### config.mk
export PLATFORM = sky130hd
export DESIGN_NAME = press_gen_flat
export DESIGN_NICKNAME = d
export VERILOG_FILES = /design/src/rtl/press_gen_pkg.sv /design/src/rtl/press_gen_if.sv /design/src/rtl/press_timer.sv /design/src/rtl/press_gen.sv /design/src/flat_wrapper.sv
export SDC_FILE = /design/constraint.sdc
export NUM_CORES = 1
export LEC_CHECK = 0
export ABC_CLOCK_PERIOD_IN_PS = 6500
export CAP_MARGIN = 20
export CORE_UTILIZATION = 55
export DETAILED_ROUTE_END_ITERATION = 8
export MAX_ROUTING_LAYER = met4
export PLACE_DENSITY = 0.76
export SLEW_MARGIN = 0
export SYNTH_ARGS = -nofsm -noshare
export SYNTH_HDL_FRONTEND = slang
export SYNTH_HIERARCHICAL = 1
export SYNTH_SLANG_ARGS = --single-unit
### constraint.sdc
create_clock -name clk -period 6.5 [get_ports clk]
set_input_delay 0.65 -clock clk [delete_from_list [all_inputs] [get_ports clk]]
set_output_delay 0.65 -clock clk [all_outputs]
set_load 0.05 [all_outputs]
### src/rtl/press_gen_pkg.sv
// Shared encodings for the press_gen button emulator.
// PRESS_GEN_BOUNCE_EN adds the contact-bounce states.
package press_gen_pkg;

  localparam int unsigned CntW = 8;

  typedef enum logic [1:0] {
    ModeShort    = 2'b00,
    ModeLong     = 2'b01,
    ModeDouble   = 2'b10,
    ModeReserved = 2'b11
  } mode_e;

  localparam logic [1:0] RsvdMode = 2'b11;

`ifdef PRESS_GEN_BOUNCE_EN
  typedef enum logic [2:0] {
    StIdle   = 3'd0,
    StBncIn  = 3'd1,
    StHold   = 3'd2,
    StBncOut = 3'd3,
    StGap    = 3'd4,
    StDone   = 3'd5
  } state_e;
`else
  typedef enum logic [2:0] {
    StIdle = 3'd0,
    StHold = 3'd2,
    StGap  = 3'd4,
    StDone = 3'd5
  } state_e;
`endif

  function automatic logic mode_valid(input logic [1:0] m);
    return m != RsvdMode;
  endfunction

endpackage

### src/rtl/press_gen_if.sv
// Request/status bundle between a press_gen user (master) and press_gen (slave).
interface press_gen_if;
  logic       start;
  logic [1:0] mode;
  logic       busy;
  logic       done;
  logic       button;

  modport master (output start, output mode, input busy, input done, input button);
  modport slave (input start, input mode, output busy, output done, output button);
endinterface

### src/rtl/press_timer.sv
// Loadable 8-bit down-counter; term_o flags the last cycle of a phase (count == 1).
module press_timer
  import press_gen_pkg::*;
(
  input  logic            clk,
  input  logic            rst,
  input  logic            load_i,
  input  logic [CntW-1:0] load_val_i,
  output logic            term_o
);

  logic [CntW-1:0] count_q, count_d;

  always_comb begin
    count_d = count_q;
    if (load_i) begin
      count_d = load_val_i;
    end else if (count_q != '0) begin
      count_d = count_q - 1'b1;
    end
  end

  always_ff @(posedge clk or posedge rst) begin
    if (rst) begin
      count_q <= '0;
    end else begin
      count_q <= count_d;
    end
  end

  assign term_o = (count_q == CntW'(1));

endmodule

### src/rtl/press_gen.sv
// Button-press waveform generator: short, long and double presses.
// Define PRESS_GEN_BOUNCE_EN to wrap every hold phase in contact-bounce glitches.
module press_gen
  import press_gen_pkg::*;
#(
  parameter int unsigned SHORT_CYC  = 4,
  parameter int unsigned LONG_CYC   = 16,
  parameter int unsigned GAP_CYC    = 4,
  parameter int unsigned BOUNCE_CYC = 3
) (
  input logic        clk,
  input logic        rst,
  press_gen_if.slave bus
);

  if (SHORT_CYC < 1 || SHORT_CYC > 255 || LONG_CYC < 1 || LONG_CYC > 255 ||
      GAP_CYC < 1 || GAP_CYC > 255 || BOUNCE_CYC < 1 || BOUNCE_CYC > 255) begin : g_param_chk
    $error("press_gen: cycle parameters must lie in 1..255");
  end

  localparam logic [CntW-1:0] ShortLd = CntW'(SHORT_CYC);
  localparam logic [CntW-1:0] LongLd  = CntW'(LONG_CYC);
  localparam logic [CntW-1:0] GapLd   = CntW'(GAP_CYC);
`ifdef PRESS_GEN_BOUNCE_EN
  localparam logic [CntW-1:0] BncLd   = CntW'(BOUNCE_CYC);
`endif

  state_e          state_q;
  mode_e           mode_q;
  logic            second_q;
  logic            button_q, busy_q, done_q;
  logic            tmr_load, tmr_term;
  logic [CntW-1:0] tmr_val;
  logic            start_ok, need_gap;

  function automatic logic [CntW-1:0] hold_ld(input mode_e m);
    return (m == ModeLong) ? LongLd : ShortLd;
  endfunction

  assign start_ok = bus.start && mode_valid(bus.mode);
  // Only the first press of a double is followed by a gap.
  assign need_gap = (mode_q == ModeDouble) && !second_q;

  // Counter reload on every phase entry; the FSM below follows the same transitions.
  always_comb begin
    tmr_load = 1'b0;
    tmr_val  = '0;
    case (state_q)
      StIdle: begin
        if (start_ok) begin
          tmr_load = 1'b1;
`ifdef PRESS_GEN_BOUNCE_EN
          tmr_val  = BncLd;
`else
          tmr_val  = hold_ld(mode_e'(bus.mode));
`endif
        end
      end
`ifdef PRESS_GEN_BOUNCE_EN
      StBncIn: begin
        if (tmr_term) begin
          tmr_load = 1'b1;
          tmr_val  = hold_ld(mode_q);
        end
      end
      StHold: begin
        if (tmr_term) begin
          tmr_load = 1'b1;
          tmr_val  = BncLd;
        end
      end
      StBncOut: begin
        if (tmr_term && need_gap) begin
          tmr_load = 1'b1;
          tmr_val  = GapLd;
        end
      end
      StGap: begin
        if (tmr_term) begin
          tmr_load = 1'b1;
          tmr_val  = BncLd;
        end
      end
`else
      StHold: begin
        if (tmr_term && need_gap) begin
          tmr_load = 1'b1;
          tmr_val  = GapLd;
        end
      end
      StGap: begin
        if (tmr_term) begin
          tmr_load = 1'b1;
          tmr_val  = ShortLd;
        end
      end
`endif
      default: ;
    endcase
  end

  press_timer u_timer (
    .clk        (clk),
    .rst        (rst),
    .load_i     (tmr_load),
    .load_val_i (tmr_val),
    .term_o     (tmr_term)
  );

  always_ff @(posedge clk or posedge rst) begin
    if (rst) begin
      state_q  <= StIdle;
      mode_q   <= ModeShort;
      second_q <= 1'b0;
      button_q <= 1'b0;
      busy_q   <= 1'b0;
      done_q   <= 1'b0;
    end else begin
      done_q <= 1'b0;
      case (state_q)
        StIdle: begin
          if (start_ok) begin
            mode_q   <= mode_e'(bus.mode);
            second_q <= 1'b0;
            busy_q   <= 1'b1;
            button_q <= 1'b1;
`ifdef PRESS_GEN_BOUNCE_EN
            state_q  <= StBncIn;
`else
            state_q  <= StHold;
`endif
          end
        end
`ifdef PRESS_GEN_BOUNCE_EN
        StBncIn: begin
          if (tmr_term) begin
            button_q <= 1'b1;
            state_q  <= StHold;
          end else begin
            button_q <= ~button_q;
          end
        end
        StHold: begin
          if (tmr_term) begin
            button_q <= 1'b0;
            state_q  <= StBncOut;
          end
        end
        StBncOut: begin
          if (tmr_term) begin
            button_q <= 1'b0;
            if (need_gap) begin
              state_q <= StGap;
            end else begin
              state_q <= StDone;
              done_q  <= 1'b1;
            end
          end else begin
            button_q <= ~button_q;
          end
        end
`else
        StHold: begin
          if (tmr_term) begin
            button_q <= 1'b0;
            if (need_gap) begin
              state_q <= StGap;
            end else begin
              state_q <= StDone;
              done_q  <= 1'b1;
            end
          end
        end
`endif
        StGap: begin
          if (tmr_term) begin
            second_q <= 1'b1;
            button_q <= 1'b1;
`ifdef PRESS_GEN_BOUNCE_EN
            state_q  <= StBncIn;
`else
            state_q  <= StHold;
`endif
          end
        end
        StDone: begin
          busy_q  <= 1'b0;
          state_q <= StIdle;
        end
        default: begin
          button_q <= 1'b0;
          busy_q   <= 1'b0;
          state_q  <= StIdle;
        end
      endcase
    end
  end

  assign bus.busy   = busy_q;
  assign bus.done   = done_q;
  assign bus.button = button_q;

endmodule
### src/flat_wrapper.sv
// flat-port wrapper written by rule: the top's interface ports become plain ports
module press_gen_flat import press_gen_pkg::*;
#(
  parameter int unsigned SHORT_CYC  = 4,
  parameter int unsigned LONG_CYC   = 16,
  parameter int unsigned GAP_CYC    = 4,
  parameter int unsigned BOUNCE_CYC = 3
)
  (clk, rst, bus_start, bus_mode, bus_busy, bus_done, bus_button);
  press_gen_if bus_i ();
  input logic clk;
  input logic rst;
  input wire logic [$bits(bus_i.start)-1:0] bus_start;
  input wire logic [$bits(bus_i.mode)-1:0] bus_mode;
  output wire logic [$bits(bus_i.busy)-1:0] bus_busy;
  output wire logic [$bits(bus_i.done)-1:0] bus_done;
  output wire logic [$bits(bus_i.button)-1:0] bus_button;
  assign bus_i.start = bus_start;
  assign bus_i.mode = bus_mode;
  assign bus_busy = bus_i.busy;
  assign bus_done = bus_i.done;
  assign bus_button = bus_i.button;
  press_gen #(.SHORT_CYC(SHORT_CYC), .LONG_CYC(LONG_CYC), .GAP_CYC(GAP_CYC), .BOUNCE_CYC(BOUNCE_CYC)) u_core (.clk(clk), .rst(rst), .bus(bus_i));
endmodule
==> results.md <==
Outcome:
- The run finished with clean final reports.

Global route:
- The maximum number of pins on one net before global-route repair is 13.
- The initial antenna violation count was 0.
- After global routing the overflow that remains totals 0.
- The global-route usage over all layers is 20.8%.
- The first global-routing pass estimated 2840 microns of wire.
- The via count of the first global-routing pass was 676.

Floorplan:
- The y dimension of the die is 44.6 microns.
- The initial core utilization is 58.4%.
- The die outline area is 1990 sq um.
- The area of the core region is 1710 sq um.
- The die width is 44.6 microns.
- In this run the count of I/O pins placed on the die edge is 8.
- The cell row count is 15.

Synth:
- Synthesis produced a netlist whose cell count is 104.
- The Yosys step of the flow raised 6 warnings.
- The synthesized area per cell is 9.59 sq um.
- Sequential elements use 42.7% of the synthesized area.
- The synthesized cell area is 997 sq um.
- sky130_fd_sc_hd__dfrtp_1 is the most common cell in the netlist.
- After synthesis, the most frequently instantiated cells are sky130_fd_sc_hd__dfrtp_1, sky130_fd_sc_hd__nand2_1, sky130_fd_sc_hd__nor2_1.
- Yosys mapped a number of flops with a built-in enable equal to 0.
- After synthesis, the cell types taking the most area are sky130_fd_sc_hd__dfrtp_1, sky130_fd_sc_hd__xor2_1, sky130_fd_sc_hd__nand2_1, sky130_fd_sc_hd__ha_1, sky130_fd_sc_hd__nor2_1.
- The synthesized design devotes to its leading area cell type 42.7% of total area.
- The flop and latch count out of synthesis is 17.
- The fraction of registers with async set or reset after synthesis is 100%.
- The top flip-flop cell by instance count after synthesis is sky130_fd_sc_hd__dfrtp_1.
- The largest total area in the synthesized netlist belongs to sky130_fd_sc_hd__dfrtp_1.
- The count of distinct cell types in the synthesized netlist is 35.

Route:
- The via count normalized by instance count is 5.28.
- The first routing iteration left 13 violations.
- The total via count after detailed routing is 745.
- In the final routed layout, each cell accounts on average for 12.3 microns.
- The number of nets with antenna violations after detailed routing is 0.
- The iteration count of the initial detailed-routing pass is 4.
- The sum of routed wire length over all layers is 1730 microns.
- For this run, design rule violations remaining after detail routing come to 0.

Critical path:
- The capturing element type of the critical path is a flip-flop.
- The slowest stage cell on the critical path is sky130_fd_sc_hd__dfrtp_1.
- The worst setup path is of the flip-flop to flip-flop kind.
- The maximum cell stage delay along the critical path is 0.45 ns.
- In this run the worst path has a maximum fanout of 12.
- STA classifies the critical path startpoint as a flip-flop.
- The signal on the critical path passes through nor4_2, and3_2, nor2b_1, a31oi_1, nand2_1, inv_1, and4_1, nor3_2, a221oi_2.
- At the worst endpoint, the arrival time is 2.71 ns.
- Data on the critical path is required at its endpoint by 6.66 ns.

Timing:
- Between clock sinks in the finished design, the worst skew comes to 0.00152 ns.
- The slew at the pin closest to its max-slew limit is 0.498 ns.
- The final hold violation count is 0.
- Once routing completed, OpenROAD measured the worst setup slack at 3.95 ns.
- Setup violations remaining at the end of the flow were counted as 0.
- The number of slew-limit violations in the final report came to 0.
- Static timing analysis puts the maximum clock frequency at 392 MHz.
- The worst path uses 39.2% of the clock period.
- The routed design could run at a clock period as short as 2.55 ns.
- The worst pin sits at a relative slew slack of 66.7%.
- Setup repair after global routing left no endpoint under its margin.
- The sum of negative setup slack is 0 ns.

Power:
- The completed layout was analyzed and its total power is 0.407 mW.
- Dividing total power by cell area gives a power density of 368 nW/um^2.
- The worst vdd rail ir drop is 0.215 mV.
- The static power due to leakage is 0.518 nW.

Finish:
- Cells with a size suffix above 1 make up 8.62% of the layout.
- Cells fill 64.8% of the core in the end.
- At the end of the flow, the number of nets in the layout was 125.
- The area growth from synthesis to layout is 10.9%.
- For this run, the number of standard cells in the final layout without fillers is 141.
- Fill cells in the final layout number 131.
- The number of antenna diodes in the final layout is 0.

Clock tree:
- Hold repair after CTS inserted 0 buffers.
- The total of cells resized after clock tree synthesis is 0.
- The cell at the root of the clock tree is sky130_fd_sc_hd__clkbuf_4.
- The CTS tree is yes.
- The total clock buffers created by CTS is 3.
- For the worst-skew pair, the clock arrives at the later sink with an insertion delay of 0.29 ns.
- Buffers added to address setup during post-CTS repair amount to 0.
- After clock tree synthesis, the clock-pin slew on the worst setup and hold paths is 0.09 ns.
- The TritonCTS sink count is 17.
- The maximum root-to-sink buffer count is 2.
- In this run the number of H-tree levels came out at 1.

Place:
- The weighted congestion at the end of routability-driven global placement is 0.863.
- The total half-perimeter wirelength after legalization and detailed placement is 1290 microns.
- The number of placed instances, taps included, is 137.
- The worst setup timing slack at the placement stage is 3.67 ns.
- The total of buffers placed on input and output ports is 7.

Worst hold path:
- The path class of the tightest hold or removal check is flip-flop to flip-flop.

Flow run:
- The tool flagged a number of max-cap violations equal to 0.
==> where the power goes <==
part           switching (mW)  internal (mW)
combinational          0.0923         0.0757
clock                  0.0321         0.0238
sequential             0.0375          0.146
==> path summary, 6_finish.rpt <==
check	startpoint	to	slack, ns	cells past startpoint
hold reg to reg	u_core/second_q$_DFFE_PP0P_	u_core/second_q$_DFFE_PP0P_	0.50	1
setup / recovery	u_core/u_timer/count_q[3]$_DFFE_PP0P_	u_core/u_timer/count_q[0]$_DFFE_PP0P_	3.95	9
hold / removal	u_core/second_q$_DFFE_PP0P_	u_core/second_q$_DFFE_PP0P_	0.50	1
max in group asynchronous	rst	u_core/state_q[0]$_DFFE_PP0P_	5.61	2
min in group asynchronous	rst	u_core/u_timer/count_q[4]$_DFFE_PP0P_	0.64	2
setup reg to reg	u_core/u_timer/count_q[3]$_DFFE_PP0P_	u_core/u_timer/count_q[0]$_DFFE_PP0P_	3.95	9
==> final cells by class <==
class | instances | area, sq um | area share [%]
multi-input cells | 79 | 519 | 46.9
repair buffers | 7 | 70.1 | 6.33
inverters | 9 | 33.8 | 3.05
flip-flops and latches | 17 | 425 | 38.5
well taps | 25 | 31.3 | 2.83
clock buffers | 4 | 26.3 | 2.38
==> through the flow <==
stage / instance area (sq um) / hold slack, ns
floorplan: 1020 / 0.450
global placement: 1080 / 0.468
detailed placement: 1080 / 0.474
CTS: 1110 / 0.498
global route: 1110 / 0.520
finish: 1110 / 0.496
==> cell usage in the layout (no fill, tap or decap), drive strengths merged, types with 2 or more instances in the layout <==
cell and count:
o21ai 3, or4b 2, o211ai 2, nand2 12, conb 6, inv 9, a211oi 3, a21o 2
clkdlybuf4s50 7, xor2 6, nor2b 3, clkbuf 4, a21oi 5, ha 3, nor2 10, dfrtp 17
nor3b 2, nor3 3, and3b 3, o22a 2
==> cell families (layout without fill, tap and decap cells) <==
family                     after synthesis  in the layout  share of synthesized area, %
DFF                                     17             17                          42.7
other                                    1              6                         0.376
buffers and inverters                   13             20                          7.15
and+or+nand+nor                         41             41                          24.0
AOI/OAI and AO/OA                       22             22                          15.8
adders and majority gates                3              3                          3.76
xor gates and xnor gates                 6              6                          5.27
muxes                                    1              1                          1.00
==> registers in the layout, summed over array words and instances, names as in the netlist <==
signal,cells
u_core/u_timer/count_q,8
u_core/state_q,3
u_core/mode_q,2
u_core/bus.busy,1
u_core/bus.button,1
u_core/bus.done,1
u_core/second_q,1
==> routing by layer <==
metal,share of wire [%],wire length (microns),GRT usage [%],vias to the layer above
li1,-,-,-,379
met1,54,927,30.1,351
met2,42,726,26.8,10
met3,2.8,48,4.90,5
met4,1.6,27,10.3,0
met5,0,0,-,-
==> worst max-delay path, delay by kind of cell (launching register included) <==
kind,cells,cell delay (ns)
AO/OA/AOI/OAI,2,0.18
AND/OR/NAND/NOR,6,1.57
buffers and inverters,1,0.20
flip-flops,1,0.45
Power figures use the tool's default switching activity.
==> variant, RTL diff (same settings) <==
Reset style: synchronous (`rst`), changed in 2 clocked blocks.
--- a/src/rtl/press_timer.sv
+++ b/src/rtl/press_timer.sv
@@ -22,3 +22,3 @@
 
-  always_ff @(posedge clk or posedge rst) begin
+  always_ff @(posedge clk) begin
     if (rst) begin
--- a/src/rtl/press_gen.sv
+++ b/src/rtl/press_gen.sv
@@ -109,3 +109,3 @@
 
-  always_ff @(posedge clk or posedge rst) begin
+  always_ff @(posedge clk) begin
     if (rst) begin
Formal check against the unedited RTL: differs if rst is asserted again (counterexample within 4 cycles, from zero or initial values and one cycle with rst high); with rst held inactive, the same outputs for 10 cycles.
==> variant against the unedited design <==
Clock skew increased by 0.00098 ns; design area shrank 2.1%; power up 8.8%; area after synthesis fell by 2.9%; synthesized cell count unchanged; worst hold slack got worse by 0.031 ns; worst setup slack got worse by 0.51 ns; sequential cell count unchanged; die area is 2.8% lower; wire length increased by 0.52%; final cell count fell by 5.0%; via count grew 0.27%; highest routed layer unchanged; sequential power is 8% lower.
==> variant: results (changes against the unedited design) <==
CTS root buf clkbuf_4 (unchanged); CP arrival 3.27 ns (was 2.71 ns); first-pass GRT wire length 3056 um (was 2842 um); Setup WS pre-CTS 3.177 ns (was 3.669 ns); WL final 1738 um (was 1729 um); Via Count 747 (was 745); Max transition margin 0.6663 (was 0.6667); GRT Total Usage 0.2261 (was 0.2077); initial antenna violation count 0 (unchanged); clk_lat worst skew approximately 0.28 ns; synth cell count leaders 17 x dfxtp_1, 11 x nor2_1, 6 x nand2_1, 5 x inv_1, 5 x xnor2_1 (was 17 x dfrtp_1, 12 x nand2_1, 10 x nor2_1, 9 x inv_1, 6 x xor2_1); layout cells sized above 1 0.1441 (was 0.08621); biggest regs u_core/u_timer/count_q x8, u_core/state_q x3, u_core/mode_q x2 (unchanged); largest net degree at the start of global routing 11 (was 13); Clock transition at path regs approximately 0.1 ns; cts bufs inserted 3 (unchanged); routability cong. 0.8375 (was 0.8630); post-synthesis async set-or-reset flop share 0 (was 1.000); diodes inserted 0 (unchanged); dominant synthesized flop cell dfxtp_1 (was dfrtp_1); Leakage 0.4102 nW (was 0.5183 nW); dominant cells by area after synthesis dfxtp_1 35%, a211oi_2 5.2%, xnor2_1 4.5% (was dfrtp_1 43%, xor2_1 5.3%, nand2_1 4.5%); status finished, final reports clean (unchanged); DR iter-0 viols 20 (was 13); CP max stage delay 0.58 ns (was 0.45 ns); # Post-CTS Setup Buffers 0 (unchanged); clock buffer depth 2 (unchanged); port bufs 7 (unchanged); # nets final 127 (was 125); DPL Wire Length 1291 um (was 1286 um); DRT Pass-1 Iters 4 (unchanged); crit-path max FO 8 (was 12); Hold Crit Class register to register (unchanged); post-CTS sizing 0 (unchanged); Critical-path top delay cell or4_4 (was dfrtp_1); H-tree levels 1 (unchanged); Clock Skews 0.002502 ns (was 0.001518 ns); worst vdd ir 212.5 uV (was 215.3 uV); Synth warnings 6 (unchanged); vias in the first global route 687 (was 676); post-synthesis sequential area ratio 0.3514 (was 0.4266); unique cell type count in the Yosys netlist 42 (was 35)
[variant: cell count changes after synthesis, moves of 4 or more]
| cell | before | now |
|---|---|---|
| xor2_1 | 6 | 1 |
| dfrtp_1 | 17 | 0 |
| nand2_1 | 12 | 6 |
| xnor2_1 | 0 | 5 |
| inv_1 | 9 | 5 |
| a211oi_2 | 0 | 4 |
| dfxtp_1 | 0 | 17 |
[variant: power by group]
| part | switching (mW) | internal, mW | total [mW] |
|---|---|---|---|
| clock | 0.0321 | 0.0238 | 0.0559 |
| sequential | 0.0356 | 0.134 | 0.169 |
| combinational | 0.114 | 0.104 | 0.218 |
[variant: final cells by class]
class                      instances  area (um^2)
clock buffer                       4        26.28
timing repair buffer               8        75.07
tap                               16        20.02
fill                             117        494.2
inverter                           6        22.52
multi-input combinational         83        598.1
sequential                        17        340.3
[variant: kinds of logic (layout without fill, tap and decap cells)]
family / Yosys count / in the layout / share of synthesized area
fa+ha+maj: 3 / 3 / 0.03876
mux: 3 / 3 / 0.03101
other cells: 1 / 6 / 0.003872
buf+inv: 9 / 18 / 0.05038
flops: 17 / 17 / 0.3514
simple gates: 43 / 43 / 0.2739
xor+xnor: 6 / 6 / 0.05426
compound gates: 22 / 22 / 0.1964
[variant: path summary, 6_finish.rpt]
kind                                           startpoint                        end  slack, ns  depth (start not counted)
worst max register to register  u_core/u_timer/count_q[4]  u_core/u_timer/count_q[7]       3.44                         10
worst min-delay path                     u_core/mode_q[0]           u_core/mode_q[0]       0.46                          2
worst max-delay path            u_core/u_timer/count_q[4]  u_core/u_timer/count_q[7]       3.44                         10
worst min register to register           u_core/mode_q[0]           u_core/mode_q[0]       0.46                          2
[variant: worst max-delay path, delay by kind of cell (launching register included)]
family / cells / cell delay (ns)
DFF: 1 / 0.34
AOI/OAI and AO/OA: 1 / 0.18
buffers and inverters: 1 / 0.25
and+or+nand+nor: 8 / 2.21
[variant: routing by layer]
metal,GRT usage,vias up,wire length [um]
li1,-,395,-
met1,0.2603,337,840
met2,0.3701,13,833
met3,0.05000,2,50
met4,0.1091,0,13
met5,-,-,0
[variant: through the flow]
stage               std cells  hold WS (ns)  total power, mW
floorplan                 109        0.4352           0.3490
finish                    134        0.4641           0.4430
global route              134        0.4989           0.4801
CTS                       133        0.4687           0.4463
detailed placement        129        0.4496           0.3872
global placement          129        0.4496           0.3827
